`src/rtl/apb_core_bridge.sv`:
```
// LSU-style req/gnt/rvalid port to APB3 master bridge, one transaction in flight.
// Optional ACCESS-phase timeout enabled by defining APB_BRIDGE_TIMEOUT_EN.
module apb_core_bridge #(
  parameter int unsigned APB_ADDR_WIDTH = 32,
  parameter int unsigned APB_DATA_WIDTH = 32,
  parameter int unsigned TIMEOUT_CYCLES = 255
) (
  input  logic                        clk,
  input  logic                        rst,
  input  logic                        data_req_i,
  output logic                        data_gnt_o,
  input  logic [APB_ADDR_WIDTH-1:0]   data_addr_i,
  input  logic                        data_we_i,
  input  logic [APB_DATA_WIDTH/8-1:0] data_be_i,
  input  logic [APB_DATA_WIDTH-1:0]   data_wdata_i,
  output logic                        data_rvalid_o,
  output logic [APB_DATA_WIDTH-1:0]   data_rdata_o,
  output logic                        data_err_o,
  output logic [APB_ADDR_WIDTH-1:0]   paddr,
  output logic [APB_DATA_WIDTH-1:0]   pwdata,
  output logic                        pwrite,
  output logic                        psel,
  output logic                        penable,
  input  logic [APB_DATA_WIDTH-1:0]   prdata,
  input  logic                        pready,
  input  logic                        pslverr
);

  typedef enum logic [1:0] {IDLE, SETUP, ACCESS, RESP} state_e;

  state_e                      state_q, state_d;
  logic [APB_ADDR_WIDTH-1:0]   paddr_q, paddr_d;
  logic [APB_DATA_WIDTH-1:0]   pwdata_q, pwdata_d;
  logic                        pwrite_q, pwrite_d;
  logic                        psel_q, psel_d;
  logic                        penable_q, penable_d;
  logic                        rvalid_q, rvalid_d;
  logic [APB_DATA_WIDTH-1:0]   rdata_q, rdata_d;
  logic                        err_q, err_d;
  logic [APB_DATA_WIDTH/8-1:0] be_q, be_d;

`ifdef APB_BRIDGE_TIMEOUT_EN
  localparam int unsigned CNT_W = $clog2(TIMEOUT_CYCLES + 1);
  logic [CNT_W-1:0] cnt_q, cnt_d;
`endif

  always_comb begin
    state_d    = state_q;
    paddr_d    = paddr_q;
    pwdata_d   = pwdata_q;
    pwrite_d   = pwrite_q;
    psel_d     = psel_q;
    penable_d  = penable_q;
    rvalid_d   = 1'b0;
    rdata_d    = rdata_q;
    err_d      = err_q;
    be_d       = be_q;
    data_gnt_o = 1'b0;
`ifdef APB_BRIDGE_TIMEOUT_EN
    cnt_d      = cnt_q;
`endif
    case (state_q)
      IDLE: begin
        data_gnt_o = data_req_i;
        if (data_req_i) begin
          paddr_d  = {data_addr_i[APB_ADDR_WIDTH-1:2], 2'b00};
          pwrite_d = data_we_i;
          pwdata_d = data_we_i ? data_wdata_i : '0;
          be_d     = data_be_i;
          psel_d   = 1'b1;
          state_d  = SETUP;
`ifdef APB_BRIDGE_TIMEOUT_EN
          cnt_d    = '0;
`endif
        end
      end
      SETUP: begin
        penable_d = 1'b1;
        state_d   = ACCESS;
      end
      ACCESS: begin
        if (pready) begin
          rdata_d   = pwrite_q ? '0 : prdata;
          err_d     = pslverr;
          psel_d    = 1'b0;
          penable_d = 1'b0;
          rvalid_d  = 1'b1;
          state_d   = RESP;
        end
`ifdef APB_BRIDGE_TIMEOUT_EN
        // A slave that never answers is reported to the core as an error.
        else if (cnt_q == CNT_W'(TIMEOUT_CYCLES)) begin
          rdata_d   = '0;
          err_d     = 1'b1;
          psel_d    = 1'b0;
          penable_d = 1'b0;
          rvalid_d  = 1'b1;
          state_d   = RESP;
        end else begin
          cnt_d = cnt_q + 1'b1;
        end
`endif
      end
      RESP: begin
        state_d = IDLE;
      end
      default: begin
        state_d = IDLE;
      end
    endcase
  end

  always_ff @(posedge clk) begin
    if (rst) begin
      state_q   <= IDLE;
      paddr_q   <= '0;
      pwdata_q  <= '0;
      pwrite_q  <= 1'b0;
      psel_q    <= 1'b0;
      penable_q <= 1'b0;
      rvalid_q  <= 1'b0;
      rdata_q   <= '0;
      err_q     <= 1'b0;
      be_q      <= '0;
`ifdef APB_BRIDGE_TIMEOUT_EN
      cnt_q     <= '0;
`endif
    end else begin
      state_q   <= state_d;
      paddr_q   <= paddr_d;
      pwdata_q  <= pwdata_d;
      pwrite_q  <= pwrite_d;
      psel_q    <= psel_d;
      penable_q <= penable_d;
      rvalid_q  <= rvalid_d;
      rdata_q   <= rdata_d;
      err_q     <= err_d;
      be_q      <= be_d;
`ifdef APB_BRIDGE_TIMEOUT_EN
      cnt_q     <= cnt_d;
`endif
    end
  end

  assign paddr         = paddr_q;
  assign pwdata        = pwdata_q;
  assign pwrite        = pwrite_q;
  assign psel          = psel_q;
  assign penable       = penable_q;
  assign data_rvalid_o = rvalid_q;
  assign data_rdata_o  = rdata_q;
  assign data_err_o    = err_q;

endmodule
```
`config.mk`:
```
export PLATFORM = sky130hd
export DESIGN_NAME = apb_core_bridge
export DESIGN_NICKNAME = d
export VERILOG_FILES = /design/src/rtl/apb_core_bridge.sv
export SDC_FILE = /design/constraint.sdc
export NUM_CORES = 1
export LEC_CHECK = 0
export CAP_MARGIN = 10
export CORE_ASPECT_RATIO = 1.5
export CORE_UTILIZATION = 40
export CTS_CLUSTER_DIAMETER = 80
export DETAILED_ROUTE_END_ITERATION = 16
export PLACE_DENSITY_LB_ADDON = 0.08
export REMOVE_ABC_BUFFERS = 1
export SLEW_MARGIN = 0
export SYNTH_ARGS = -nofsm -noshare
export SYNTH_HDL_FRONTEND = slang
export SYNTH_SLANG_ARGS = --single-unit
```
`constraint.sdc`:
```
create_clock -name clk -period 2.5 [get_ports clk]
set_input_delay 0.25 -clock clk [delete_from_list [all_inputs] [get_ports clk]]
set_output_delay 0.25 -clock clk [all_outputs]
set_load 0.02 [all_outputs]
```
==> summary.txt, run 1 <==
Global route
  • Vias in the first global route: 3148
  • Global-route track usage on met1: 23.5%
  • Initial antenna violation count: 0
  • GR met2 Demand/Resource: 36.6%
  • Busiest grt layer: met2
  • First-pass GRT wire length: 15.4 mm
  • Maximum number of pins on one net before global-route repair: 65
  • GRT Total Usage: 21.4%
  • GRT overflow: 0
  • Met3 global-route usage: 7.70%

Synth
  • Syn Std Cell Area: 3550 sq um
  • Simple-Gate Fraction of Synth Area: 17.1%
  • Yosys reg bits: 101
  • Avg Inst Size Synth: 9.19 sq um
  • Yosys warnings: 0
  • Post-Synth XOR/XNOR Area: 0%
  • Mux contribution to synthesized area: 0.317%
  • Synth cell types: 25
  • Seq/Total Area, Yosys: 57.0%
  • Synthesized instance count: 386
  • Largest family of logic cells by synthesized area: compound AO/OA/AOI/OAI gates
  • Compound-Gate Fraction of Synth Area: 17.9%
  • Adder-Cell Fraction of Synth Area: 1.76%

Clock tree
  • Clock sink total: 101
  • # H-tree levels: 3
  • Post-CTS setup repair buffer count: 0
  • Post-CTS resize count: 0
  • Root buf cell: clkbuf_16
  • CTS tree: done
  • Clock latency on the worst-skew pair: 340 ps
  • Clock Path Buffers: 2
  • Clock-pin slew on the worst setup and hold paths: 60 ps
  • Post-CTS Hold Fix Bufs: 0
  • Num CTS Buffers: 9

Route
  • Antenna viol nets, final: 0
  • Initial DRT Pass Iterations: 4
  • # DRC: 0
  • Initial DRC Count: 164
  • Routed WL: 9.86 mm
  • Via count: 3398
  • Vias per cell: 4.98
  • WL/cell: 14.4 um

Floorplanning
  • Cell Rows: 41
  • Full die area: 9260 sq um
  • Die X: 78.9 um
  • Num ports: 208
  • Initial Util: 41.7%
  • Die height: 117 um
  • Placeable Area: 8520 sq um

Finish
  • Nets: 682
  • Layout cell share with drive strength beyond 1: 4.86%
  • Post-Route Utilization: 69.0%
  • Area Overhead vs Synth: 65.6%
  • Post-route cell area: 5870 sq um
  • Highest-count cells in the layout ignoring fill and taps: 198 x clkdlybuf4s50_1, 101 x dfxtp_1, 95 x nand2_1
  • Commonest non-fill, non-tap cell in the layout: clkdlybuf4s50_1
  • Antenna diodes: 0
  • Final std cells w/o fill: 683

Status
  • Outcome: finished clean

Timing
  • Slew Limit Fails: 0
  • Skew final: 4.64 ps
  • Rel. slew slack: 55.7%
  • Hold Violations, Final: 0
  • Final Cycle Share: 80.5%
  • RSZ-0062 raised after global routing: no
  • Worst-Margin Slew: 664 ps
  • Final setup fails: 0
  • Setup TNS: 0 ps
  • Max Clk Rate: 0.497 GHz
  • Tmin final: 2010 ps

Setup path
  • Max stage delay on crit path: 640 ps
  • Slowest stage cell on the critical path: clkdlybuf4s50_1
  • Worst path required time: 2250 ps
  • WS Path Type: flip-flop to primary output
  • CP cell instances: inv_1 > ha_1 > nand2_2 > inv_2 > clkdlybuf4s50_1
  • Critical path peak fanout: 4
  • Worst EP arrival: 1760 ps
  • CP endpoint kind: primary output
  • Worst setup SP type: flip-flop

Place
  • Placed cell count: 667
  • PortBufs: 199
  • Placer congestion estimate: 0.733
  • DP Area: 5530 sq um
  • Final HPWL DP: 6.65 mm

Power
  • Power Density: 881 nW/um^2
  • Static Leak: 0.00216 uW
  • VDD IR max: 0.507 mV

Flow run
  • Max-cap violation count: 0

Min path
  • Worst min path class: input port to flip-flop
==> path summary, 6_finish.rpt <==
check,from,endpoint,slack (ps),depth (start not counted)
hold reg to reg,pwdata[15],pwdata[15],450,2
setup / recovery,state_q[1],data_gnt_o,490,5
hold / removal,rst,data_rvalid_o,310,2
setup reg to reg,state_q[1],pwdata[11],760,7
==> synthesized netlist by cell type <==
cell,n,area (sq um)
o22ai_1,1,6.26
buf_2,9,45.0
nor2_1,4,15.0
o31ai_1,2,15.0
a21oi_1,65,325
nand3_1,33,165
or4_1,1,7.51
conb_1,1,3.75
inv_1,2,7.51
inv_2,1,3.75
dfxtp_1,101,2020
nand2_2,2,12.5
nor3_4,1,16.3
or4b_1,1,10.0
a22o_1,32,280
ha_1,5,62.6
nor3_1,1,5.00
a211oi_1,1,7.51
clkbuf_1,11,41.3
nor2b_1,3,18.8
nand2_1,95,357
buf_6,5,56.3
buf_4,6,45.0
buf_1,2,7.51
mux2_2,1,11.3
==> layout make-up <==
class                      count  area, sq um
clock buffer                  12          246
clock inverter                 4         95.1
fill                         692         2640
inverter                       3         11.3
multi-input combinational    250         1330
sequential                   101         2020
tap                          107          134
timing repair buffer         206         2040
==> worst max-delay path, delay by kind of cell (launching register included) <==
family / cells / cell delay (ps)
adders and majority gates: 1 / 210
buffers and inverters: 3 / 820
DFF: 1 / 330
and+or+nand+nor: 1 / 70
==> layer usage <==
metal	share of wire, %	up-vias
met2	50	141
met4	2.1	0
met3	9.4	14
met5	0	-
met1	39	1565
li1	-	1678
==> report_power, final <==
group	leakage [uW]	switching (uW)	internal (uW)
logic	0.00117	904	735
clock network	0.000167	573	1000
registers	0.000822	117	1840
==> metrics by stage <==
| step | total power [uW] | worst slack [ps] | hold slack (ps) |
|---|---|---|---|
| after CTS | 5230 | 471 | 293 |
| final | 5180 | 488 | 311 |
| after global placement | 3600 | 703 | 438 |
| after floorplan | 2810 | 285 | 319 |
| after detailed placement | 3630 | 651 | 443 |
| after global routing | 5450 | 383 | 337 |
==> flip-flops by register name, indices dropped and copies added (netlist names) <==
name	cells
data_err_o	1
data_rdata_o	32
data_rvalid_o	1
paddr	30
penable	1
psel	1
pwdata	32
pwrite	1
state_q	2
==> cell families (layout without fill, tap and decap cells) <==
| group | after synthesis | count (layout) |
|---|---|---|
| buf+inv | 36 | 225 |
| fa+ha+maj | 5 | 5 |
| compound gates | 101 | 101 |
| mux | 1 | 1 |
| simple gates | 141 | 141 |
| flops | 101 | 101 |
| other cells | 1 | 2 |
Note: power is estimated with default switching activity, not from simulation.
==> run 2: changes to the inputs <==
--- a/config.mk
+++ b/config.mk
@@ -7,7 +7,7 @@
 export LEC_CHECK = 0
 export CAP_MARGIN = 10
 export CORE_ASPECT_RATIO = 1.5
-export CORE_UTILIZATION = 40
+export CORE_UTILIZATION = 34
 export CTS_CLUSTER_DIAMETER = 80
 export DETAILED_ROUTE_END_ITERATION = 16
 export PLACE_DENSITY_LB_ADDON = 0.08
==> constraint.sdc (replaced) <==
create_clock -name clk -period 1.8 [get_ports clk]
set_input_delay 0.18 -clock clk [delete_from_list [all_inputs] [get_ports clk]]
set_output_delay 0.18 -clock clk [all_outputs]
set_load 0.02 [all_outputs]
==> summary.txt, run 2 (synthesis gave the netlist of run 1 again) <==
Status
  • Outcome: finished clean

Clock tree
  • Post-CTS Hold Fix Bufs: 0
  • CTS tree: done
  • Clock Path Buffers: 2
  • Clock latency on the worst-skew pair: 340 ps
  • Num CTS Buffers: 9
  • Root buf cell: clkbuf_16
  • Clock sink total: 101
  • Clock-pin slew on the worst setup and hold paths: 70 ps
  • # H-tree levels: 3
  • Post-CTS setup repair buffer count: 0

Timing
  • Final setup margin: 106 ps
  • Setup TNS: 0 ps
  • Worst-Margin Slew: 503 ps
  • Hold Violations, Final: 0
  • Final Cycle Share: 94.1%
  • Slew Limit Fails: 0
  • Skew final: 6.72 ps
  • RSZ-0062 raised after global routing: no
  • Rel. slew slack: 66.4%
  • Final setup fails: 0
  • Max Clk Rate: 0.590 GHz
  • Tmin final: 1690 ps
  • Hold Slack: 234 ps

Floorplanning
  • Initial Util: 35.0%
  • Placeable Area: 10100 sq um
  • Die height: 127 um
  • Full die area: 10900 sq um
  • Die X: 85.4 um
  • Num ports: 208
  • Cell Rows: 45

Setup path
  • CP startpoint: state_q[0]
  • RR Endpoint: state_q[1]
  • Reg2reg path depth: 5
  • WS Path Type: flip-flop to primary output
  • Worst Setup EP: data_gnt_o
  • Flop2flop setup slack: 230 ps
  • Worst path required time: 1620 ps
  • CP endpoint kind: primary output
  • Reg2Reg Launch Point: state_q[0]
  • Worst setup SP type: flip-flop
  • Worst EP arrival: 1510 ps
  • Critical path peak fanout: 5

Place
  • Placer congestion estimate: 0.739
  • Final HPWL DP: 6.45 mm
  • PortBufs: 199
  • Dpl ws: 142 ps
  • Placed cell count: 677

Power
  • Static Leak: 0.00219 uW
  • VDD IR max: 0.568 mV
  • Power Density: 1240 nW/um^2
  • Overall power: 7380 uW

Finish
  • Antenna diodes: 0
  • Highest-count cells in the layout ignoring fill and taps: 197 x clkdlybuf4s50_1, 101 x dfxtp_1, 95 x nand2_1
  • Final std cells w/o fill: 693
  • Layout cell share with drive strength beyond 1: 5.21%
  • Commonest non-fill, non-tap cell in the layout: clkdlybuf4s50_1
  • Fill cell count: 916
  • Area Overhead vs Synth: 68.0%
  • Nets: 682

Global route
  • Initial antenna violation count: 0
  • GRT Total Usage: 17.4%
  • Vias in the first global route: 3030
  • First-pass GRT wire length: 14.9 mm
  • Maximum number of pins on one net before global-route repair: 65
  • GRT overflow: 0

Route
  • WL/cell: 13.9 um
  • Vias per cell: 4.83
  • # DRC: 0
  • Initial DRC Count: 135
  • Initial DRT Pass Iterations: 4
  • Via count: 3346
  • Antenna viol nets, final: 0
  • Routed WL: 9.61 mm

Flow run
  • Max-cap violation count: 0

Min path
  • Worst min path class: input port to flip-flop
==> run 2: cell types whose count changed in the layout (fill, tap and decap cells not counted) <==
cell,change
buf_12,+3
buf_4,-4
dlygate4sd2_1,+1
clkinv_4,+1
bufinv_16,+1
buf_6,+1
clkdlybuf4s50_1,-1
clkbuf_1,-2
==> run 2: worst min-delay path by stage <==
stage	start	end	slack [ps]	depth (start not counted)
after global placement	pwdata[22]	pwdata[22]	440	2
after floorplan	rst	data_err_o	250	1
after global routing	rst	data_rvalid_o	230	2
after CTS	rst	data_rvalid_o	210	2
after detailed placement	pwdata[3]	pwdata[3]	440	2
final	rst	data_rvalid_o	230	2
==> run 2: final cells by class <==
cell class | count | area [sq um] | area share [%]
well taps | 117 | 146 | 2.46
repair buffers | 206 | 2080 | 34.9
flip-flops and latches | 101 | 2020 | 33.9
clock inverters | 6 | 134 | 2.25
multi-input cells | 250 | 1330 | 22.3
inverters | 3 | 11.3 | 0.189
clock buffers | 10 | 239 | 4.01
==> run 2: report_power, final <==
part	total (uW)	leakage, uW	internal (uW)	switching [uW]
sequential	2720	0.000822	2560	164
clock	2360	0.000183	1540	821
combinational	2300	0.00119	1050	1250
total	7380	0.00219	5150	2230
==> run 2: routing by layer <==
| metal | vias up | track usage [%] | part of all wire (%) |
|---|---|---|---|
| li1 | 1678 | - | - |
| met1 | 1511 | 21.8 | 45 |
| met2 | 144 | 27.7 | 45 |
| met3 | 13 | 5.68 | 8.2 |
| met4 | 0 | 7.06 | 2.0 |
| met5 | - | 0 | 0 |
==> run 2: repair_timing <==
item	4_1_cts	5_1_grt
resized for setup	1	1
pin swaps	0	0
endpoints found under the setup margin	1	48
==> run 2: through the flow <==
step	instance area, sq um	utilization, %
3_3_place_gp	5580	55.1
5_1_grt	5960	58.8
6_report	5960	58.8
2_1_floorplan	3360	-
3_5_place_dp	5580	55.1
4_1_cts	5950	58.8
==> run 2: worst max-delay path: stages (launching register included) <==
cell           delay [ps]
dfxtp_1               320
inv_1                 140
ha_1                  210
nand2_2                70
inv_2                  80
dlygate4sd2_1         360
==> run 3: changes to the inputs <==
--- a/config.mk
+++ b/config.mk
@@ -12,6 +12,7 @@
 export DETAILED_ROUTE_END_ITERATION = 16
 export PLACE_DENSITY_LB_ADDON = 0.08
 export REMOVE_ABC_BUFFERS = 1
+export SKIP_CTS_REPAIR_TIMING = 1
 export SLEW_MARGIN = 0
 export SYNTH_ARGS = -nofsm -noshare
 export SYNTH_HDL_FRONTEND = slang
==> summary.txt, run 3 (synthesis gave the netlist of run 1 again) <==
Status
  • Outcome: finished clean

Power
  • Overall power: 7380 uW
  • P_int: 5150 uW
  • Clock share of power: 31.9%
  • Sw frac: 30.3%
  • P_sw: 2230 uW
  • Power Density: 1240 nW/um^2
  • Logic pwr share: 31.2%
  • VDD IR max: 0.568 mV
  • Part of the power in registers: 36.9%
  • Static Leak: 0.00220 uW

Route
  • Met1 WL: 4.30 mm
  • Routed WL: 9.62 mm
  • # DRC: 0
  • Vias per cell: 4.83
  • WL met3: 783 um
  • WL/cell: 13.9 um
  • Uppermost layer routed: met4
  • Via count: 3350
  • Antenna viol nets, final: 0
  • Initial DRT Pass Iterations: 4
  • WL met2: 4.34 mm
  • Initial DRC Count: 136

Setup path
  • Slowest stage cell on the critical path: dfxtp_1
  • Worst path required time: 1620 ps
  • CP endpoint kind: primary output
  • Max stage delay on crit path: 320 ps
  • Reg2reg path depth: 5
  • Buf/Inv on CP: 3
  • Worst setup SP type: flip-flop
  • Crit path depth: 5
  • WS Path Type: flip-flop to primary output
  • Worst EP arrival: 1410 ps
  • Critical path peak fanout: 5
  • Largest delay contributor family on the critical path: buffers and inverters
  • CP cell instances: inv_1 > ha_1 > nand2_2 > inv_2 > dlymetal6s2s_1

Timing
  • Max Clk Rate: 0.630 GHz
  • RSZ-0062 raised after global routing: no
  • Hold Violations, Final: 0
  • Rel. slew slack: 66.4%
  • Worst-Margin Slew: 503 ps
  • Skew final: 6.86 ps
  • Tmin final: 1590 ps
  • Slew Limit Fails: 0
  • Final setup fails: 0
  • Final Cycle Share: 88.2%

Clock tree
  • Root buf cell: clkbuf_16
  • Clock latency on the worst-skew pair: 340 ps
  • Clock sink total: 101
  • Num CTS Buffers: 9
  • # H-tree levels: 3
  • CTS tree: done
  • Clock-pin slew on the worst setup and hold paths: 70 ps
  • Clock Path Buffers: 2

Global route
  • Maximum number of pins on one net before global-route repair: 65
  • GRT Total Usage: 17.4%
  • Vias in the first global route: 3030
  • GRT overflow: 0
  • Initial antenna violation count: 0
  • First-pass GRT wire length: 14.9 mm

Finish
  • Antenna diodes: 0
  • Highest-count cells in the layout ignoring fill and taps: 197 x clkdlybuf4s50_1, 101 x dfxtp_1, 95 x nand2_1
  • Area Overhead vs Synth: 68.1%
  • Nets: 682
  • Register area: 2020 sq um
  • Layout cell share with drive strength beyond 1: 5.21%
  • Post-route cell area: 5960 sq um
  • Multi-input logic area: 1330 sq um
  • Fill cell count: 915
  • Commonest non-fill, non-tap cell in the layout: clkdlybuf4s50_1

Floorplanning
  • Die height: 127 um
  • Num ports: 208
  • Die X: 85.4 um
  • Full die area: 10900 sq um
  • Cell Rows: 45
  • Initial Util: 35.0%
  • Placeable Area: 10100 sq um

Place
  • Final HPWL DP: 6.45 mm
  • DP Area: 5580 sq um
  • PortBufs: 199
  • Placer congestion estimate: 0.739

Flow run
  • Max-cap violation count: 0

Min path
  • Hold depth: 2
  • Worst min path class: input port to flip-flop
## run 3: changes by cell type in the layout (fill, tap and decap cells not counted)
cell / delta
dlygate4sd2_1: -1
dlymetal6s2s_1: +1
## run 3: per-layer routing
layer  up-vias  global-route usage [%]
li1       1678                       -
met1      1515                    21.8
met2       144                    27.7
met3        13                    5.68
met4         0                    7.06
met5         -                       0
## run 3: worst paths after layout
check	start	to	slack, ps
setup reg to reg	state_q[0]	state_q[1]	230
hold reg to reg	pwdata[14]	pwdata[14]	450
setup / recovery	state_q[0]	data_gnt_o	210
hold / removal	rst	data_rvalid_o	230
## run 3: final cells by class
type | count | area share, %
well taps | 117 | 2.46
inverters | 3 | 0.189
flip-flops and latches | 101 | 33.9
clock buffers | 10 | 4.01
multi-input cells | 250 | 22.2
repair buffers | 206 | 34.9
clock inverters | 6 | 2.25
## run 3: power groups by stage
| stage | sequential [uW] | clock, uW | combinational [uW] |
|---|---|---|---|
| after floorplan | 3130 | 0 | 770 |
| after global placement | 2760 | 0 | 2290 |
| after detailed placement | 2770 | 0 | 2330 |
| after CTS | 2720 | 2420 | 2330 |
| after global routing | 2760 | 2540 | 2510 |
| final | 2720 | 2360 | 2300 |
## run 3: worst register-to-register path, cell delays in order (launching register included)
cell	delay, ps
dfxtp_1	340
inv_1	100
ha_1	290
nor2b_1	180
or4b_1	480
o31ai_1	90
## run 3: metrics by stage
stage               setup TNS, ps  setup WS (ps)  utilization [%]  hold WS (ps)  cells
CTS                          -186           -186             58.8           212    693
global placement                0            163             55.1           437    677
global route                    0           44.4             58.8           235    693
detailed placement              0            142             55.1           442    677
finish                          0            213             58.8           234    693
floorplan                  -36450           -415                -           249    354
